File: src/rtl/can_tx_sched_if.sv
// Transmitter-side bus between can_tx_sched and the CAN bit-level transmitter.
interface can_tx_sched_if;
  logic [7:0]  quantaDiv;
  logic [5:0]  propQuanta;
  logic [5:0]  seg1Quanta;
  logic [63:0] xmitdata;
  logic        startXmit;
  logic [3:0]  datalen;
  logic [28:0] id;
  logic        format;
  logic [1:0]  frameType;
  logic        busy;

  modport master (
    output quantaDiv, propQuanta, seg1Quanta, xmitdata, startXmit,
           datalen, id, format, frameType,
    input  busy
  );

  modport slave (
    input  quantaDiv, propQuanta, seg1Quanta, xmitdata, startXmit,
           datalen, id, format, frameType,
    output busy
  );
endinterface

File: src/rtl/can_tx_sched.sv
// CAN transmit mailbox scheduler: NMB mailboxes, priority arbitration on the
// CAN identifier, one frame at a time handed to the transmitter with a
// busy-rise timeout, per-mailbox abort, done and error pulses.
module can_tx_sched #(
  parameter int NMB     = 4,
  parameter int BUSY_TO = 15
) (
  input  logic                    clk,
  input  logic                    rst,
  input  logic                    wr_en,
  input  logic [$clog2(NMB)-1:0]  wr_sel,
  input  logic [28:0]             wr_id,
  input  logic                    wr_format,
  input  logic [3:0]              wr_datalen,
  input  logic [63:0]             wr_data,
  input  logic [1:0]              wr_ftype,
  input  logic [NMB-1:0]          mb_abort,
  input  logic [7:0]              cfg_quantaDiv,
  input  logic [5:0]              cfg_propQuanta,
  input  logic [5:0]              cfg_seg1Quanta,
  can_tx_sched_if.master          tx,
  output logic [NMB-1:0]          mb_pending,
  output logic [NMB-1:0]          mb_done,
  output logic [NMB-1:0]          mb_err,
  output logic [$clog2(NMB)-1:0]  cur_idx
);

  localparam int IW = $clog2(NMB);
  localparam int CW = $clog2(BUSY_TO + 1);

  typedef enum logic [2:0] {IDLE, ARB, START, WAIT_BUSY, WAIT_DONE} state_t;

  state_t          state;
  logic [NMB-1:0]  valid;
  logic [CW-1:0]   cnt;

  logic [28:0]     mb_id   [NMB];
  logic            mb_fmt  [NMB];
  logic [3:0]      mb_len  [NMB];
  logic [63:0]     mb_data [NMB];
  logic [1:0]      mb_ft   [NMB];

  logic [7:0]      qd_q;
  logic [5:0]      pq_q;
  logic [5:0]      s1_q;
  logic [63:0]     data_q;
  logic            start_q;
  logic [3:0]      len_q;
  logic [28:0]     id_q;
  logic            fmt_q;
  logic [1:0]      ft_q;

  logic            win_found;
  logic [IW-1:0]   win_idx;
  logic [29:0]     best_key;
  logic [29:0]     key;
  logic            sel_active;
  logic            wr_ok;

  assign mb_pending   = valid;
  assign tx.quantaDiv = qd_q;
  assign tx.propQuanta = pq_q;
  assign tx.seg1Quanta = s1_q;
  assign tx.xmitdata  = data_q;
  assign tx.startXmit = start_q;
  assign tx.datalen   = len_q;
  assign tx.id        = id_q;
  assign tx.format    = fmt_q;
  assign tx.frameType = ft_q;

  // The mailbox owned by the transmitter path is write-protected.
  assign sel_active = (state == START || state == WAIT_BUSY || state == WAIT_DONE)
                      && (wr_sel == cur_idx);
  assign wr_ok      = wr_en && !sel_active && (int'(wr_sel) < NMB);

  // Lowest key wins; strict compare keeps the lower index on ties.
  // The format bit sits below the base ID so a standard frame beats an
  // extended frame sharing the same base ID.
  always_comb begin
    win_found = 1'b0;
    win_idx   = '0;
    best_key  = '1;
    key       = '0;
    for (int unsigned i = 0; i < NMB; i++) begin
      key = {mb_id[i][28:18], mb_fmt[i], mb_fmt[i] ? mb_id[i][17:0] : 18'b0};
      if (valid[i] && (!win_found || key < best_key)) begin
        win_found = 1'b1;
        win_idx   = IW'(i);
        best_key  = key;
      end
    end
  end

  always_ff @(posedge clk or posedge rst) begin
    if (rst) begin
      for (int unsigned i = 0; i < NMB; i++) begin
        mb_id[i]   <= '0;
        mb_fmt[i]  <= 1'b0;
        mb_len[i]  <= '0;
        mb_data[i] <= '0;
        mb_ft[i]   <= '0;
      end
    end else if (wr_ok) begin
      mb_id[wr_sel]   <= wr_id;
      mb_fmt[wr_sel]  <= wr_format;
      mb_len[wr_sel]  <= (wr_datalen > 4'd8) ? 4'd8 : wr_datalen;
      mb_data[wr_sel] <= wr_data;
      mb_ft[wr_sel]   <= wr_ftype;
    end
  end

  always_ff @(posedge clk or posedge rst) begin
    if (rst) begin
      state   <= IDLE;
      valid   <= '0;
      cnt     <= '0;
      cur_idx <= '0;
      mb_done <= '0;
      mb_err  <= '0;
      start_q <= 1'b0;
      qd_q    <= '0;
      pq_q    <= '0;
      s1_q    <= '0;
      data_q  <= '0;
      len_q   <= '0;
      id_q    <= '0;
      fmt_q   <= 1'b0;
      ft_q    <= '0;
    end else begin
      mb_done <= '0;
      mb_err  <= '0;
      start_q <= 1'b0;

      // Abort is applied after the write so it wins on the same mailbox;
      // only the frame already on the wire (WAIT_DONE) is immune.
      for (int unsigned i = 0; i < NMB; i++) begin
        if (wr_ok && wr_sel == IW'(i))
          valid[i] <= 1'b1;
        if (mb_abort[i] && !(state == WAIT_DONE && cur_idx == IW'(i)))
          valid[i] <= 1'b0;
      end

      case (state)
        IDLE: begin
          if (|valid && !tx.busy)
            state <= ARB;
        end
        ARB: begin
          if (!win_found) begin
            state <= IDLE;
          end else if (mb_abort[win_idx]) begin
            cur_idx         <= win_idx;
            mb_err[win_idx] <= 1'b1;
            state           <= IDLE;
          end else begin
            cur_idx <= win_idx;
            id_q    <= mb_id[win_idx];
            fmt_q   <= mb_fmt[win_idx];
            len_q   <= mb_len[win_idx];
            data_q  <= mb_data[win_idx];
            ft_q    <= mb_ft[win_idx];
            qd_q    <= cfg_quantaDiv;
            pq_q    <= cfg_propQuanta;
            s1_q    <= cfg_seg1Quanta;
            start_q <= 1'b1;
            state   <= START;
          end
        end
        START: begin
          cnt <= '0;
          if (mb_abort[cur_idx]) begin
            mb_err[cur_idx] <= 1'b1;
            state           <= IDLE;
          end else begin
            state <= WAIT_BUSY;
          end
        end
        WAIT_BUSY: begin
          if (mb_abort[cur_idx]) begin
            mb_err[cur_idx] <= 1'b1;
            state           <= IDLE;
          end else if (tx.busy) begin
            state <= WAIT_DONE;
          end else if (cnt == CW'(BUSY_TO - 1)) begin
            mb_err[cur_idx] <= 1'b1;
            state           <= IDLE;
          end else begin
            cnt <= cnt + 1'b1;
          end
        end
        WAIT_DONE: begin
          if (!tx.busy) begin
            valid[cur_idx]   <= 1'b0;
            mb_done[cur_idx] <= 1'b1;
            state            <= IDLE;
          end
        end
        default: state <= IDLE;
      endcase
    end
  end

endmodule

File: src/flat_wrapper.sv
// flat-port wrapper written by rule: the top's interface ports become plain ports
module can_tx_sched_flat 
#(
  parameter int NMB     = 4,
  parameter int BUSY_TO = 15
)
  (clk, rst, wr_en, wr_sel, wr_id, wr_format, wr_datalen, wr_data, wr_ftype, mb_abort, cfg_quantaDiv, cfg_propQuanta, cfg_seg1Quanta, mb_pending, mb_done, mb_err, cur_idx, tx_quantaDiv, tx_propQuanta, tx_seg1Quanta, tx_xmitdata, tx_startXmit, tx_datalen, tx_id, tx_format, tx_frameType, tx_busy);
  can_tx_sched_if tx_i ();
  input  logic clk;
  input  logic rst;
  input  logic wr_en;
  input  logic [$clog2(NMB)-1:0] wr_sel;
  input  logic [28:0] wr_id;
  input  logic wr_format;
  input  logic [3:0] wr_datalen;
  input  logic [63:0] wr_data;
  input  logic [1:0] wr_ftype;
  input  logic [NMB-1:0] mb_abort;
  input  logic [7:0] cfg_quantaDiv;
  input  logic [5:0] cfg_propQuanta;
  input  logic [5:0] cfg_seg1Quanta;
  output logic [NMB-1:0] mb_pending;
  output logic [NMB-1:0] mb_done;
  output logic [NMB-1:0] mb_err;
  output logic [$clog2(NMB)-1:0] cur_idx;
  output wire logic [$bits(tx_i.quantaDiv)-1:0] tx_quantaDiv;
  output wire logic [$bits(tx_i.propQuanta)-1:0] tx_propQuanta;
  output wire logic [$bits(tx_i.seg1Quanta)-1:0] tx_seg1Quanta;
  output wire logic [$bits(tx_i.xmitdata)-1:0] tx_xmitdata;
  output wire logic [$bits(tx_i.startXmit)-1:0] tx_startXmit;
  output wire logic [$bits(tx_i.datalen)-1:0] tx_datalen;
  output wire logic [$bits(tx_i.id)-1:0] tx_id;
  output wire logic [$bits(tx_i.format)-1:0] tx_format;
  output wire logic [$bits(tx_i.frameType)-1:0] tx_frameType;
  input wire logic [$bits(tx_i.busy)-1:0] tx_busy;
  assign tx_quantaDiv = tx_i.quantaDiv;
  assign tx_propQuanta = tx_i.propQuanta;
  assign tx_seg1Quanta = tx_i.seg1Quanta;
  assign tx_xmitdata = tx_i.xmitdata;
  assign tx_startXmit = tx_i.startXmit;
  assign tx_datalen = tx_i.datalen;
  assign tx_id = tx_i.id;
  assign tx_format = tx_i.format;
  assign tx_frameType = tx_i.frameType;
  assign tx_i.busy = tx_busy;
  can_tx_sched #(.NMB(NMB), .BUSY_TO(BUSY_TO)) u_core (.clk(clk), .rst(rst), .wr_en(wr_en), .wr_sel(wr_sel), .wr_id(wr_id), .wr_format(wr_format), .wr_datalen(wr_datalen), .wr_data(wr_data), .wr_ftype(wr_ftype), .mb_abort(mb_abort), .cfg_quantaDiv(cfg_quantaDiv), .cfg_propQuanta(cfg_propQuanta), .cfg_seg1Quanta(cfg_seg1Quanta), .tx(tx_i), .mb_pending(mb_pending), .mb_done(mb_done), .mb_err(mb_err), .cur_idx(cur_idx));
endmodule
File: config.mk
export PLATFORM = sky130hd
export DESIGN_NAME = can_tx_sched_flat
export DESIGN_NICKNAME = d
export VERILOG_FILES = /design/src/rtl/can_tx_sched_if.sv /design/src/rtl/can_tx_sched.sv /design/src/flat_wrapper.sv
export SDC_FILE = /design/constraint.sdc
export NUM_CORES = 1
export LEC_CHECK = 0
export CORE_ASPECT_RATIO = 0.75
export CORE_MARGIN = 1.5
export CORE_UTILIZATION = 45
export DETAILED_ROUTE_END_ITERATION = 16
export HOLD_SLACK_MARGIN = 0.1
export PLACE_DENSITY_LB_ADDON = 0.15
export SYNTH_ARGS = -nofsm -noshare
export SYNTH_HDL_FRONTEND = slang
export SYNTH_SLANG_ARGS = --single-unit
export TNS_END_PERCENT = 30
File: constraint.sdc
create_clock -name clk -period 20.5 [get_ports clk]
set_clock_uncertainty 0.05 [all_clocks]
set_input_delay 3.075 -clock clk [delete_from_list [all_inputs] [get_ports clk]]
set_output_delay 3.075 -clock clk [all_outputs]
set_load 0.02 [all_outputs]
==> impl_metrics.sql, run 1 <==
INSERT INTO impl_metrics (metric_group, metric, value, unit) VALUES
('outcome', 'status', 'completed', ''),
('placed_design', 'hpwl', '51450', 'microns'),
('synth', 'syn_area_per_cell', '9.766', 'sq um'),
('final_layout', 'area_growth_syn_to_layout', '18.83', '%'),
('floorplanning', 'design.portCount', '265', ''),
('grt', 'wire_length_of_the_first_global_routing_pass', '129500', 'microns'),
('power_and_ir_drop', 'share_clk_of_total_power', '27.5', '%'),
('setup_path', 'path_class', 'reg -> reg', ''),
('detailed_routing', 'dr_total_vias', '21650', ''),
('synth', 'post_synth_xor_area_fraction', '0', '%'),
('clock_network', 'cts_sinks', '542', ''),
('power_and_ir_drop', 'powerDensity', '123.2', 'nW/um^2'),
('setup_path', 'cp.required', '20.95', 'ns'),
('power_and_ir_drop', 'net-switching-power', '1.331', 'mW'),
('power_and_ir_drop', 'power_frac_seq', '39.9', '%'),
('synth', 'synthesis.yosys.warnings', '0', ''),
('synth', 'yosys_most_used_dff', 'sky130_fd_sc_hd__dfrtp_1', ''),
('grt', 'first_global_vias', '21670', ''),
('sta', 'hold_violations', '0', ''),
('synth', 'synth_area_leader_cell', 'sky130_fd_sc_hd__dfrtp_1', ''),
('detailed_routing', 'firstDrtPassIters', '6', ''),
('setup_path', 'crit_path_slowest_cell', 'sky130_fd_sc_hd__inv_1', ''),
('power_and_ir_drop', 'totalPowerFinal', '4.017', 'mW'),
('clock_network', 'cts_tree', 'yes', ''),
('clock_network', 'post_cts_hold_buffer_count', '0', ''),
('sta', 'max_slew.worst_pin.slew', '1.294', 'ns'),
('grt', 'grt_max_degree', '137', ''),
('detailed_routing', 'post-route-drc-count', '0', ''),
('placed_design', 'io_port_bufs', '264', ''),
('floorplanning', 'die_footprint', '62470', 'sq um'),
('synth', 'synth_seq_cells', '542', ''),
('grt', 'grt_usage', '26.68', '%'),
('power_and_ir_drop', 'leakage_power_figure', '16.16', 'nW'),
('synth', 'synth-simple-area-share', '18.80', '%'),
('sta', 'post_layout_minimum_cycle_time', '13.13', 'ns'),
('detailed_routing', 'number_of_vias_per_cell', '5.664', ''),
('floorplanning', 'initial_core_utilization', '45.41', '%'),
('synth', 'synthCells', '2809', ''),
('grt', 'number_of_antenna_violations_at_the_first_check_in_global_routing', '5', ''),
('power_and_ir_drop', 'combinationalPowerShare', '32.6', '%'),
('setup_path', 'critical_path.endpoint_type', 'register', ''),
('sta', 'rsz_0062_raised_after_global_routing', 'no', ''),
('setup_path', 'cp_data_arrival_time', '13.58', 'ns'),
('min_path', 'holdCritPathClass', 'reg -> reg', ''),
('clock_network', 'cts_resized', '0', ''),
('detailed_routing', 'drt_wl_total', '83240', 'microns'),
('final_layout', 'multiInputGateArea', '13100', 'sq um'),
('sta', 'fin_tns_setup', '0', 'ns'),
('setup_path', 'cp.buffers_inverters', '5', ''),
('detailed_routing', 'detail_route.iter0.violations', '1964', ''),
('sta', 'final-setup-viol-count', '0', ''),
('synth', 'synth_cell_type_count', '67', ''),
('clock_network', 'post-cts-setup-buffers', '0', ''),
('grt', 'overflow', '0', ''),
('synth', 'synth-adder-area-share', '4.059', '%'),
('detailed_routing', 'routed_wire_length_per_instance', '21.77', 'microns'),
('synth', 'synth.top_cell.area_share', '49.44', '%'),
('final_layout', 'layout-drive-gt1-share', '12.92', '%'),
('floorplanning', 'die_width', '288.1', 'microns'),
('clock_network', 'ctsLongestPathBuffers', '3', ''),
('job', 'max_cap_viol_count', '0', ''),
('synth', 'synth_area_leaders', 'sky130_fd_sc_hd__dfrtp_1 49%, sky130_fd_sc_hd__nand2_1 13%, sky130_fd_sc_hd__mux2_2 6.6%', ''),
('power_and_ir_drop', 'power_report.internal_total', '2.687', 'mW'),
('clock_network', 'htreeDepth', '2', ''),
('floorplanning', 'floorplan.core_area', '60410', 'sq um'),
('final_layout', 'final_nets', '3191', ''),
('synth', 'synthArstFlopShare', '100.0', '%'),
('synth', 'synth_top_family_by_area', 'simple AND/OR/NAND/NOR gates', ''),
('clock_network', 'clk_pin_slew', '0.06', 'ns'),
('synth', 'syn-num-nets', '3028', ''),
('setup_path', 'slowest_delay', '0.95', 'ns');
-- worst paths after layout --
kind | cells after the start | slack, ns | startpoint | endpoint
worst max register to register | 32 | 7.37 | u_core.mb_pending[0] | u_core.tx.xmitdata[13]
worst min register to register | 2 | 0.41 | u_core.mb_data[170] | u_core.mb_data[170]
worst max-delay path | 32 | 7.37 | u_core.mb_pending[0] | u_core.tx.xmitdata[13]
max in group asynchronous | 4 | 14.90 | rst | u_core.tx.xmitdata[49]
min in group asynchronous | 2 | 2.98 | rst | u_core.tx.id[21]
worst min-delay path | 2 | 0.41 | u_core.mb_data[170] | u_core.mb_data[170]
-- through the flow --
stage / util, % / setup slack [ns] / instances / instance area (sq um)
global route: 53.95 / 6.661 / 3821 / 32590
detailed placement: 50.63 / 7.496 / 3714 / 30580
finish: 53.96 / 7.373 / 3823 / 32600
global placement: 50.63 / 7.887 / 3714 / 30580
CTS: 53.94 / 7.486 / 3819 / 32590
floorplan: - / 2.225 / 2809 / 27430
-- layout make-up --
| cell class | instances | share of cell area [%] |
|---|---|---|
| antenna | 4 | 0.03071 |
| clock buffer | 79 | 5.059 |
| clock inverter | 26 | 1.090 |
| inverter | 13 | 0.1727 |
| multi-input combinational | 2066 | 40.20 |
| sequential | 542 | 41.61 |
| tap | 800 | 3.071 |
| timing repair buffer | 293 | 8.774 |
-- power by group through the flow --
stage / logic [mW] / clock network [mW] / registers (mW)
2_1_floorplan: 0.711 / 0 / 1.68
5_1_grt: 1.42 / 1.17 / 1.64
3_3_place_gp: 1.29 / 0 / 1.60
3_5_place_dp: 1.31 / 0 / 1.61
4_1_cts: 1.32 / 1.13 / 1.60
6_report: 1.31 / 1.10 / 1.60
-- cells in the final DEF, fill, tap and decap left out, types with 16 or more instances in the layout --
cell type | netlist | final
sky130_fd_sc_hd__a21o_1 | 21 | 21
sky130_fd_sc_hd__a21oi_1 | 169 | 169
sky130_fd_sc_hd__a221o_1 | 79 | 78
sky130_fd_sc_hd__and2_1 | 53 | 52
sky130_fd_sc_hd__and3_1 | 78 | 78
sky130_fd_sc_hd__buf_4 | 0 | 29
sky130_fd_sc_hd__clkbuf_16 | 0 | 57
sky130_fd_sc_hd__clkdlybuf4s50_1 | 0 | 264
sky130_fd_sc_hd__dfrtp_1 | 542 | 542
sky130_fd_sc_hd__ha_1 | 89 | 89
sky130_fd_sc_hd__mux2_2 | 160 | 160
sky130_fd_sc_hd__mux2_4 | 80 | 80
sky130_fd_sc_hd__mux2i_1 | 98 | 98
sky130_fd_sc_hd__nand2_1 | 946 | 945
sky130_fd_sc_hd__nand3_1 | 18 | 18
sky130_fd_sc_hd__nand4_1 | 18 | 18
sky130_fd_sc_hd__nor2_1 | 87 | 87
sky130_fd_sc_hd__o21a_1 | 16 | 16
sky130_fd_sc_hd__o21ai_0 | 54 | 53
-- synth_stat cells (3+ instances only) --
cell,instances
sky130_fd_sc_hd__nand2_1,946
sky130_fd_sc_hd__dfrtp_1,542
sky130_fd_sc_hd__a21oi_1,169
sky130_fd_sc_hd__mux2_2,160
sky130_fd_sc_hd__clkbuf_1,143
sky130_fd_sc_hd__mux2i_1,98
sky130_fd_sc_hd__ha_1,89
sky130_fd_sc_hd__nor2_1,87
sky130_fd_sc_hd__mux2_4,80
sky130_fd_sc_hd__a221o_1,79
sky130_fd_sc_hd__and3_1,78
sky130_fd_sc_hd__o21ai_0,54
sky130_fd_sc_hd__and2_1,53
sky130_fd_sc_hd__a21o_1,21
sky130_fd_sc_hd__nand3_1,18
sky130_fd_sc_hd__nand4_1,18
sky130_fd_sc_hd__o21a_1,16
sky130_fd_sc_hd__buf_1,15
sky130_fd_sc_hd__buf_2,14
sky130_fd_sc_hd__buf_6,14
sky130_fd_sc_hd__inv_1,13
sky130_fd_sc_hd__nor3_1,10
sky130_fd_sc_hd__a211oi_1,8
sky130_fd_sc_hd__nand2b_1,8
sky130_fd_sc_hd__a31oi_1,7
sky130_fd_sc_hd__a22o_1,5
sky130_fd_sc_hd__nor2b_1,4
sky130_fd_sc_hd__o2111ai_1,4
sky130_fd_sc_hd__nor4_1,3
-- worst min-delay path: stages (launching register included) --
cell	delay, ns
sky130_fd_sc_hd__dfrtp_1	0.33
sky130_fd_sc_hd__nand2_1	0.05
sky130_fd_sc_hd__nand2_1	0.05
-- flip-flops by register name, indices dropped and copies added, names as in the netlist --
signal / flops
u_core.mb_data: 256
u_core.mb_id: 105
u_core.tx.xmitdata: 64
u_core.tx.id: 29
u_core.mb_len: 16
u_core.key: 12
u_core.mb_ft: 8
u_core.tx.quantaDiv: 8
u_core.tx.propQuanta: 6
u_core.tx.seg1Quanta: 6
u_core.cnt: 4
u_core.mb_done: 4
u_core.mb_err: 4
u_core.mb_pending: 4
u_core.tx.datalen: 4
u_core.mb_fmt: 3
u_core.state: 3
u_core.cur_idx: 2
u_core.tx.frameType: 2
u_core.tx.format: 1
u_core.tx.startXmit: 1
-- kinds of logic after synthesis --
kind of cell | after synthesis
compound gates | 401
fa+ha+maj | 89
flops | 542
buf+inv | 201
simple gates | 1238
mux | 338
-- metal layers --
metal	share of wire, %	vias to the layer above	GRT usage (%)
li1	-	9938	-
met1	46	10830	39.64
met2	44	789	40.44
met3	7.9	99	4.602
met4	1.9	2	6.318
met5	0.018	-	0
Power figures use the tool's default switching activity.
==> run 2, diff against run 1 <==
==> constraint.sdc (replaced) <==
create_clock -name clk -period 10.7 [get_ports clk]
set_clock_uncertainty 0.05 [all_clocks]
set_input_delay 1.605 -clock clk [delete_from_list [all_inputs] [get_ports clk]]
set_output_delay 1.605 -clock clk [all_outputs]
set_load 0.02 [all_outputs]
==> run 2 against run 1 <==
Against the previous run: first-iteration DRC count fell by 13%; critical path depth fell by 1; worst setup slack got worse by 6.2 ns; cell area rose by 1.8%; die area did not move; largest power group unchanged; core utilization rose by 1.0 points; critical path type unchanged; via count rose by 0.43%; largest cell class unchanged; global-route usage rose by 0.15 points; final cell count rose by 0.89%; maximum frequency rose by 38%; critical endpoint is now u_core.tx.id[8]; highest routed layer unchanged.
==> impl_metrics.sql, run 2 (synthesized netlist as in run 1, its figures left out) <==
INSERT INTO impl_metrics (metric_group, metric, value, unit) VALUES
('outcome', 'status', 'completed', ''),
('sta', 'rsz_0062_raised_after_global_routing', 'no', ''),
('detailed_routing', 'firstDrtPassIters', '7', ''),
('clock_network', 'post-cts-setup-buffers', '0', ''),
('grt', 'overflow', '0', ''),
('floorplanning', 'die_width', '288.1', 'microns'),
('clock_network', 'cts_sinks', '542', ''),
('floorplanning', 'floorplan.core_area', '60410', 'sq um'),
('detailed_routing', 'route.antenna.remaining_nets', '0', ''),
('placed_design', 'hpwl', '53060', 'microns'),
('setup_path', 'cp.buffers_inverters', '4', ''),
('placed_design', 'dp.cells', '3749', ''),
('placed_design', 'finalWeightedCongestion', '0.9121', ''),
('power_and_ir_drop', 'power_frac_seq', '39.1', '%'),
('clock_network', 'ctsLongestPathBuffers', '3', ''),
('setup_path', 'slowest_delay', '0.84', 'ns'),
('power_and_ir_drop', 'powerDensity', '238.3', 'nW/um^2'),
('detailed_routing', 'routed_wire_length_per_instance', '21.58', 'microns'),
('final_layout', 'num-fill-cells', '5151', ''),
('setup_path', 'path_class', 'reg -> reg', ''),
('power_and_ir_drop', 'power_switching_share', '32.48', '%'),
('clock_network', 'post_cts_hold_buffer_count', '0', ''),
('clock_network', 'numCtsBuffers', '56', ''),
('sta', 'hold_violations', '0', ''),
('clock_network', 'htreeDepth', '2', ''),
('power_and_ir_drop', 'ir_drop', '0.1283', 'mV'),
('setup_path', 'path_delay_family', 'compound AO/OA/AOI/OAI gates', ''),
('grt', 'grt_max_degree', '181', ''),
('power_and_ir_drop', 'power_report.internal_total', '5.342', 'mW'),
('final_layout', 'layout_commonest_cell', 'sky130_fd_sc_hd__nand2_1', ''),
('clock_network', 'cts_tree', 'yes', ''),
('clock_network', 'clock-root-buffer', 'sky130_fd_sc_hd__clkbuf_16', ''),
('floorplanning', 'fp.dieH', '216.8', 'microns'),
('setup_path', 'critical_path.endpoint_type', 'register', ''),
('grt', 'first_global_vias', '22070', ''),
('final_layout', 'mostFrequentLayoutCells', '945 x sky130_fd_sc_hd__nand2_1, 542 x sky130_fd_sc_hd__dfrtp_1, 264 x sky130_fd_sc_hd__clkdlybuf4s50_1, 169 x sky130_fd_sc_hd__a21oi_1, 160 x sky130_fd_sc_hd__mux2_2', ''),
('sta', 'fmax', '105.0', 'MHz'),
('floorplanning', 'placementRows', '78', ''),
('final_layout', 'layout-drive-gt1-share', '13.95', '%'),
('detailed_routing', 'drt_wl_total', '83240', 'microns'),
('floorplanning', 'design.portCount', '265', ''),
('sta', 'max_slew.worst_pin.slew', '1.169', 'ns'),
('grt', 'number_of_antenna_violations_at_the_first_check_in_global_routing', '9', ''),
('sta', 'report.final.slew_viol_count', '0', ''),
('clock_network', 'cts_resized', '0', ''),
('clock_network', 'clk_pin_slew', '0.07', 'ns'),
('power_and_ir_drop', 'share_clk_of_total_power', '28.9', '%'),
('detailed_routing', 'detail_route.iter0.violations', '1712', ''),
('sta', 'final-setup-viol-count', '0', ''),
('sta', 'max_slew_margin', '22.05', '%'),
('min_path', 'holdCritPathClass', 'reg -> reg', ''),
('placed_design', 'io_port_bufs', '264', ''),
('power_and_ir_drop', 'combinationalPowerShare', '32.0', '%'),
('detailed_routing', 'post-route-drc-count', '0', ''),
('final_layout', 'final_nets', '3226', ''),
('final_layout', 'fin_cells', '3857', ''),
('grt', 'grt_usage', '26.83', '%'),
('setup_path', 'cp_data_arrival_time', '9.99', 'ns'),
('floorplanning', 'initial_core_utilization', '45.41', '%'),
('detailed_routing', 'dr_total_vias', '21750', ''),
('setup_path', 'crit_path_slowest_cell', 'sky130_fd_sc_hd__dfrtp_1', ''),
('final_layout', 'largest-register', 'u_core.mb_data', ''),
('setup_path', 'crit_path_max_fo', '30', ''),
('sta', 'fin_tns_setup', '0', 'ns'),
('power_and_ir_drop', 'net-switching-power', '2.570', 'mW'),
('setup_path', 'crit_path_start_kind', 'register', ''),
('final_layout', 'number_of_flip_flops_in_the_largest_register', '256', ''),
('detailed_routing', 'number_of_vias_per_cell', '5.639', ''),
('final_layout', 'area_growth_syn_to_layout', '21.02', '%'),
('sta', 'post-route-period-util', '89.02', '%'),
('job', 'max_cap_viol_count', '0', ''),
('sta', 'post_layout_minimum_cycle_time', '9.526', 'ns'),
('setup_path', 'cp.required', '11.16', 'ns'),
('floorplanning', 'die_footprint', '62470', 'sq um'),
('clock_network', 'clkLatencyLatePin', '0.63', 'ns'),
('grt', 'wire_length_of_the_first_global_routing_pass', '131000', 'microns'),
('power_and_ir_drop', 'leakage_power_figure', '16.45', 'nW');
[run 2: path summary, 6_finish.rpt]
check                                          from             endpoint  cells after the start  slack [ns]
worst max-delay path               u_core.mb_fmt[3]      u_core.tx.id[8]                     31        1.17
worst min-delay path            u_core.mb_data[160]  u_core.mb_data[160]                      2        0.42
worst max register to register     u_core.mb_fmt[3]      u_core.tx.id[8]                     31        1.17
worst min register to register  u_core.mb_data[160]  u_core.mb_data[160]                      2        0.42
max in group asynchronous                       rst  u_core.mb_data[249]                      4        7.16
min in group asynchronous                       rst       u_core.key[21]                      2        1.32
[run 2: power by group through the flow]
stage / Clock, mW / Combinational (mW) / Sequential, mW
floorplan: 0 / 1.36 / 3.23
global placement: 0 / 2.48 / 3.10
detailed placement: 0 / 2.53 / 3.12
CTS: 2.33 / 2.54 / 3.09
global route: 2.41 / 2.75 / 3.16
finish: 2.29 / 2.53 / 3.09
[run 2: area by class of cell]
cell class | instances | area, sq um | share of cell area [%]
well taps | 800 | 1001 | 3.015
clock buffers | 74 | 1590 | 4.790
repair buffers | 328 | 3311 | 9.972
clock inverters | 31 | 571.8 | 1.722
inverters | 13 | 52.55 | 0.1583
diodes | 3 | 7.507 | 0.02261
flip-flops and latches | 542 | 13560 | 40.85
multi-input cells | 2066 | 13100 | 39.47
[run 2: worst reg2reg max path, delay by kind of cell (launching register included)]
kind / cells / cell delay, ns
AOI/OAI and AO/OA: 16 / 4.68
adders and majority gates: 3 / 0.91
buffers and inverters: 4 / 1.04
DFF: 1 / 0.84
muxes: 1 / 0.36
and+or+nand+nor: 7 / 1.54
[run 2: stage by stage]
step           hold slack (ns)  setup WS (ns)  power [mW]  util, %  cell area [sq um]
3_5_place_dp            0.4037          1.397       5.645    51.36              31030
3_3_place_gp            0.3985          1.523       5.578    51.36              31030
2_1_floorplan           0.3874          1.294       4.590        -              27440
5_1_grt                 0.4303         0.5110       8.324    54.95              33200
4_1_cts                 0.4187          1.329       7.961    54.94              33190
6_report                0.4175          1.174       7.912    54.96              33200
[run 2: metal layers]
layer  routed length (microns)  track usage, %  vias to the layer above
met5                        80               0                        -
met2                     36630           40.83                      719
met4                      1564           6.702                       12
li1                          -               -                    10010
met1                     39040           39.14                    10900
met3                      5928           5.335                      110
==> run 3, diff against run 2 <==
--- a/config.mk
+++ b/config.mk
@@ -11,6 +11,7 @@
 export DETAILED_ROUTE_END_ITERATION = 16
 export HOLD_SLACK_MARGIN = 0.1
 export PLACE_DENSITY_LB_ADDON = 0.15
+export SKIP_CTS_REPAIR_TIMING = 1
 export SYNTH_ARGS = -nofsm -noshare
 export SYNTH_HDL_FRONTEND = slang
 export SYNTH_SLANG_ARGS = --single-unit
==> results of run 3 <==
The final DEF is identical to that of run 2; final timing and power are the same.
